$ cat config.mk
export PLATFORM = sky130hd
export DESIGN_NAME = fifo_rd_stream_flat
export DESIGN_NICKNAME = d
export VERILOG_FILES = /design/src/rtl/fifo_rd_stream_pkg.sv /design/src/rtl/fifo_rd_stream_if.sv /design/src/rtl/fifo_rd_skid.sv /design/src/rtl/fifo_rd_stream.sv /design/src/flat_wrapper.sv
export SDC_FILE = /design/constraint.sdc
export NUM_CORES = 1
export LEC_CHECK = 0
export BUFFER_PORTS_ARGS = -buffer_cell sky130_fd_sc_hd__buf_4
export CAP_MARGIN = 20
export CORE_ASPECT_RATIO = 0.9
export CORE_MARGIN = 4
export CORE_UTILIZATION = 40
export CTS_CLUSTER_DIAMETER = 50
export DETAILED_ROUTE_END_ITERATION = 6
export HOLD_SLACK_MARGIN = 0.12
export PLACE_DENSITY = 0.58
export SLEW_MARGIN = 20
export SYNTH_ARGS = -nofsm -noshare
export SYNTH_HDL_FRONTEND = slang
export SYNTH_SLANG_ARGS = --single-unit
$ cat constraint.sdc
create_clock -name r_clk -period 2.6 [get_ports r_clk]
set_input_delay 0.52 -clock r_clk [delete_from_list [all_inputs] [get_ports r_clk]]
set_output_delay 0.52 -clock r_clk [all_outputs]
set_load 0.03 [all_outputs]
$ cat src/rtl/fifo_rd_stream_pkg.sv
// fifo_rd_stream_pkg: shared width, default burst length and drain-state type for the FIFO read stream.
package fifo_rd_stream_pkg;
    localparam int DATA_WIDTH = 8;
    localparam int BURST_LEN_DEF = 4;
    typedef enum logic [1:0] {IDLE, RUN, FULL} st_t;
    function automatic st_t st_of(logic [1:0] occ, logic inflight);
        return occ == 2'd2 ? FULL : (occ == 2'd1 || inflight) ? RUN : IDLE;
    endfunction
endpackage

$ cat src/rtl/fifo_rd_stream_if.sv
// fifo_rd_stream_if: FIFO consumer-side and valid/ready stream signals of the read drain stage.
interface fifo_rd_stream_if #(parameter int DW = 8);
    logic fifo_empty;
    logic [DW-1:0] data_out;
    logic rd_req;
    logic [DW-1:0] m_data;
    logic m_valid;
    logic m_ready;
    logic m_last;
    modport master (input fifo_empty, data_out, m_ready, output rd_req, m_data, m_valid, m_last);
    modport slave (output fifo_empty, data_out, m_ready, input rd_req, m_data, m_valid, m_last);
endinterface

$ cat src/rtl/fifo_rd_skid.sv
// fifo_rd_skid: 2-entry skid buffer with head/tail pointers and occupancy count.
module fifo_rd_skid #(parameter int DW = 8) (
    input  logic          clk,
    input  logic          rst,
    input  logic          push,
    input  logic          pop,
    input  logic [DW-1:0] din,
    output logic [DW-1:0] dout,
    output logic [1:0]    occ
);
    logic [DW-1:0] mem [2];
    logic head, tail;
    assign dout = mem[head];
    always_ff @(posedge clk or posedge rst) begin
        if (rst) begin
            mem[0] <= '0;
            mem[1] <= '0;
            head <= 1'b0;
            tail <= 1'b0;
            occ <= 2'd0;
        end else begin
            if (push) begin
                mem[tail] <= din;
                tail <= ~tail;
            end
            if (pop) head <= ~head;
            occ <= occ + {1'b0, push} - {1'b0, pop};
        end
    end
endmodule

$ cat src/rtl/fifo_rd_stream.sv
// fifo_rd_stream: drains the async FIFO read side into a framed valid/ready stream.
// Optional FIFO_RD_STATS_EN adds a saturating accepted-beat counter rd_count.
module fifo_rd_stream
    import fifo_rd_stream_pkg::*;
#(
    parameter int BURST_LEN = BURST_LEN_DEF
) (
    input  logic r_clk,
    input  logic rrst,
    fifo_rd_stream_if.master bus
`ifdef FIFO_RD_STATS_EN
    ,
    output logic [15:0] rd_count
`endif
);
    localparam int BW = $clog2(BURST_LEN);
    localparam logic [BW-1:0] LAST = BW'(BURST_LEN - 1);
    logic inflight, pop;
    logic [1:0] occ, occ_nx;
    logic [2:0] credit;
    logic [BW-1:0] beat;
    st_t st, st_nx;
    fifo_rd_skid #(.DW(DATA_WIDTH)) u_skid (
        .clk(r_clk),
        .rst(rrst),
        .push(inflight),
        .pop(pop),
        .din(bus.data_out),
        .dout(bus.m_data),
        .occ(occ)
    );
    assign pop = bus.m_valid && bus.m_ready;
    assign bus.m_valid = occ != 2'd0;
    assign bus.m_last = bus.m_valid && beat == LAST;
    // Credit counts words already owned (buffered or in flight) after this cycle's pop.
    assign credit = {1'b0, occ} + {2'b0, inflight} - {2'b0, pop};
    assign bus.rd_req = !bus.fifo_empty && !rrst && credit < 3'd2;
    assign occ_nx = occ + {1'b0, inflight} - {1'b0, pop};
    always_comb begin
        st_nx = st_of(occ_nx, bus.rd_req);
    end
    always_ff @(posedge r_clk or posedge rrst) begin
        if (rrst) begin
            st <= IDLE;
            inflight <= 1'b0;
            beat <= '0;
        end else begin
            st <= st_nx;
            inflight <= bus.rd_req;
            if (pop) beat <= beat == LAST ? '0 : beat + 1'b1;
        end
    end
`ifdef FIFO_RD_STATS_EN
    always_ff @(posedge r_clk or posedge rrst) begin
        if (rrst) rd_count <= '0;
        else if (pop && rd_count != 16'hFFFF) rd_count <= rd_count + 16'd1;
    end
`endif
    a_state: assert property (@(posedge r_clk) disable iff (rrst) st == st_of(occ, inflight));
    a_overflow: assert property (@(posedge r_clk) disable iff (rrst) !(inflight && occ == 2'd2 && !pop));
endmodule

$ cat src/flat_wrapper.sv
// flat-port wrapper written by rule: the top's interface ports become plain ports
module fifo_rd_stream_flat import fifo_rd_stream_pkg::*;
#(
    parameter int BURST_LEN = BURST_LEN_DEF
)
  (r_clk, rrst, bus_fifo_empty, bus_data_out, bus_m_ready, bus_rd_req, bus_m_data, bus_m_valid, bus_m_last);
  fifo_rd_stream_if #(.DW(DATA_WIDTH)) bus_i ();
  input  logic r_clk;
  input  logic rrst;
  input wire logic [$bits(bus_i.fifo_empty)-1:0] bus_fifo_empty;
  input wire logic [$bits(bus_i.data_out)-1:0] bus_data_out;
  input wire logic [$bits(bus_i.m_ready)-1:0] bus_m_ready;
  output wire logic [$bits(bus_i.rd_req)-1:0] bus_rd_req;
  output wire logic [$bits(bus_i.m_data)-1:0] bus_m_data;
  output wire logic [$bits(bus_i.m_valid)-1:0] bus_m_valid;
  output wire logic [$bits(bus_i.m_last)-1:0] bus_m_last;
  assign bus_i.fifo_empty = bus_fifo_empty;
  assign bus_i.data_out = bus_data_out;
  assign bus_i.m_ready = bus_m_ready;
  assign bus_rd_req = bus_i.rd_req;
  assign bus_m_data = bus_i.m_data;
  assign bus_m_valid = bus_i.m_valid;
  assign bus_m_last = bus_i.m_last;
  fifo_rd_stream #(.BURST_LEN(BURST_LEN)) u_core (.r_clk(r_clk), .rrst(rrst), .bus(bus_i));
endmodule
==> out/results.txt <==
WP data required: 2.08 ns
number of distinct library cells after synthesis: 16
WHS: 0.402 ns
clk slew on worst S/H paths: 0.12 ns
commonest non-fill, non-tap cell in the layout: mux2_2
Routability Congestion: 0.638
post-synthesis sequential area ratio: 55.2%
Worst Skew: 0.00229 ns
H-tree levels: 1
RSZ-0062 raised after global routing: true
# fillers: 220
Power Density: 1390 mW/mm2
Initial Util: 42.2%
minimum clock period: 2.88 ns
Layout area overhead: 24.4%
CP endpoint kind: output port
cell count after synthesis: 71
run status: finished, violations left
worst path cell trace: o21ai_2, inv_1, ha_1, inv_1, ha_2, fa_1, nor4_4, buf_6
Power Total: 0.00181 W
vias in the first global route: 668
I/O pins: 23
initial antenna violation count: 0
non-filler cells, final: 126
First-pass DRT Iterations: 3
# port buffers: 22
Layout Nets: 115
DIE AREA: 0.00349 mm2
Placed Cells: 121
DP Wirelength: 1310 um
global-route wire length before repair: 3140 um
slowest CP cell: fa_1
Relative slew margins: 41.9%
Lkg Pwr: 0.605 nW
clock buffer depth: 2
Worst Path Max Fanout: 2
Core Area: 0.00247 mm2
max cap viols: 0
largest net degree at the start of global routing: 24
fin crit share: 111%
final wirelength: 1810 um
Die W: 61.8 um
final setup fails: 1
most used cell along the critical path: inv_1
DRT iter0 DRCs: 9
drt wl/cell: 14.3 um
Row Count: 17
total CTS buffers: 3
vias per cell: 4.93
Worst Max-Slew Pin Slew: 0.870 ns
Max IR drop VDD: 0.853 mV
fraction of layout cells with a size suffix above 1: 61.2%
DRC: 0
Avg Cell Area, Syn: 14.7 um2
register bit total from synthesis: 23
Critical Setup Path Class: reg2out
final-report hold violation count: 0
Final Max Slew Viols: 0
cell family with most CP delay: adder cells
Final ANT Viol Nets: 0
Worst Hold Class: in2async
most frequent cells in the layout: mux2_2, buf_4, dfrtp_1
Worst Setup Slack, final: -0.279 ns
diodes inserted: 0
GRT met3 Usage: 4.60%
GRT Overall Usage: 12.1%
Fmax achieved: 347 MHz
Worst EP arrival: 2.36 ns
synth warn: 0
Remaining Overflow, GRT: 0
y dimension of the die: 56.4 um
failing checks: negative setup slack
Skew-Pair Late Insertion Delay: 0.31 ns
CTS sink cnt: 23
TritonCTS clock tree: done
Root Buffer: clkbuf_4
syn nets: 87
Cell Area, Synth: 0.00104 mm2
vias: 621
met1 Resource Use GR: 17.1%
crit start category: register
gr busiest metal: met1
critical path's largest stage delay: 0.49 ns
met2 GRT Util: 17.0%
Buf/Inv on CP: 3
## cell families after synthesis
family | after synthesis | synth area share, %
muxes | 26 | 28.1
adders and majority gates | 4 | 5.52
xor gates and xnor gates | 3 | 2.52
buffers and inverters | 8 | 3.72
and+or+nand+nor | 6 | 4.08
DFF | 23 | 55.2
AOI/OAI and AO/OA | 1 | 0.840
## layout make-up
type | count | area [um2] | share of cell area, %
Clock buffer | 4 | 26.3 | 2.03
Inverter | 6 | 22.5 | 1.74
Timing Repair Buffer | 25 | 191 | 14.8
Tap cell | 28 | 35.0 | 2.70
Sequential cell | 23 | 576 | 44.4
Multi-Input combinational cell | 40 | 445 | 34.4
## power by group
part	total [W]	internal, W	switching, W
clock	0.000163	0.0000599	0.000103
combinational	0.000971	0.000495	0.000477
sequential	0.000672	0.000540	0.000132
## registers in the layout, summed over array words and instances, names as in the netlist
register and cells:
u_core.u_skid.head 1, u_core.inflight 1, u_core.u_skid.occ 2, u_core.u_skid.tail 1, u_core.beat 2, u_core.u_skid.mem 16
## routing by layer
layer | routed length [um] | vias up
met5 | 0 | -
met4 | 20 | 0
met3 | 99 | 2
met2 | 841 | 13
met1 | 844 | 310
li1 | - | 296
## cell usage after synthesis
cell | number | area share, %
xor2_1 | 1 | 0.84
nand2_2 | 1 | 0.60
ha_1 | 3 | 3.6
xnor2_1 | 2 | 1.7
nor2b_4 | 1 | 1.3
mux2_2 | 26 | 28
nor2_1 | 1 | 0.36
or2_2 | 1 | 0.60
nor4_1 | 1 | 0.60
buf_2 | 1 | 0.48
inv_1 | 6 | 2.2
and2_1 | 1 | 0.60
fa_1 | 1 | 1.9
o21ai_2 | 1 | 0.84
buf_6 | 1 | 1.1
dfrtp_1 | 23 | 55
## what timing repair did
action | CTS | global route
setup endpoints to repair | 1 | 1
buffers inserted | 1 | 0
hold buffers | 0 | 0
cloned | 0 | 0
gates resized for setup | 1 | 1
## through the flow
stage	utilization [%]	TNS, ns	area, um2	setup slack [ns]
after floorplan	-	-0.0142	1060	-0.0142
after global routing	52.5	-0.375	1300	-0.375
after global placement	50.9	-0.0582	1260	-0.0582
after detailed placement	50.9	-0.111	1260	-0.111
after CTS	52.4	-0.317	1290	-0.317
final	52.5	-0.279	1300	-0.279
## worst paths after layout
path                                             end                  from  cells past startpoint  slack (ns)
max in group asynchronous            u_core.inflight                  rrst                      2        1.67
min in group r_clk              u_core.u_skid.mem[6]       bus_data_out[6]                      2        0.44
worst max-delay path                      bus_rd_req  u_core.u_skid.occ[1]                      8       -0.28
worst min register to register  u_core.u_skid.mem[1]  u_core.u_skid.mem[1]                      1        0.52
worst max register to register       u_core.inflight  u_core.u_skid.occ[1]                      8        0.52
worst min-delay path                  u_core.beat[0]                  rrst                      2        0.40
No activity file was read; power rests on OpenSTA's default activity.
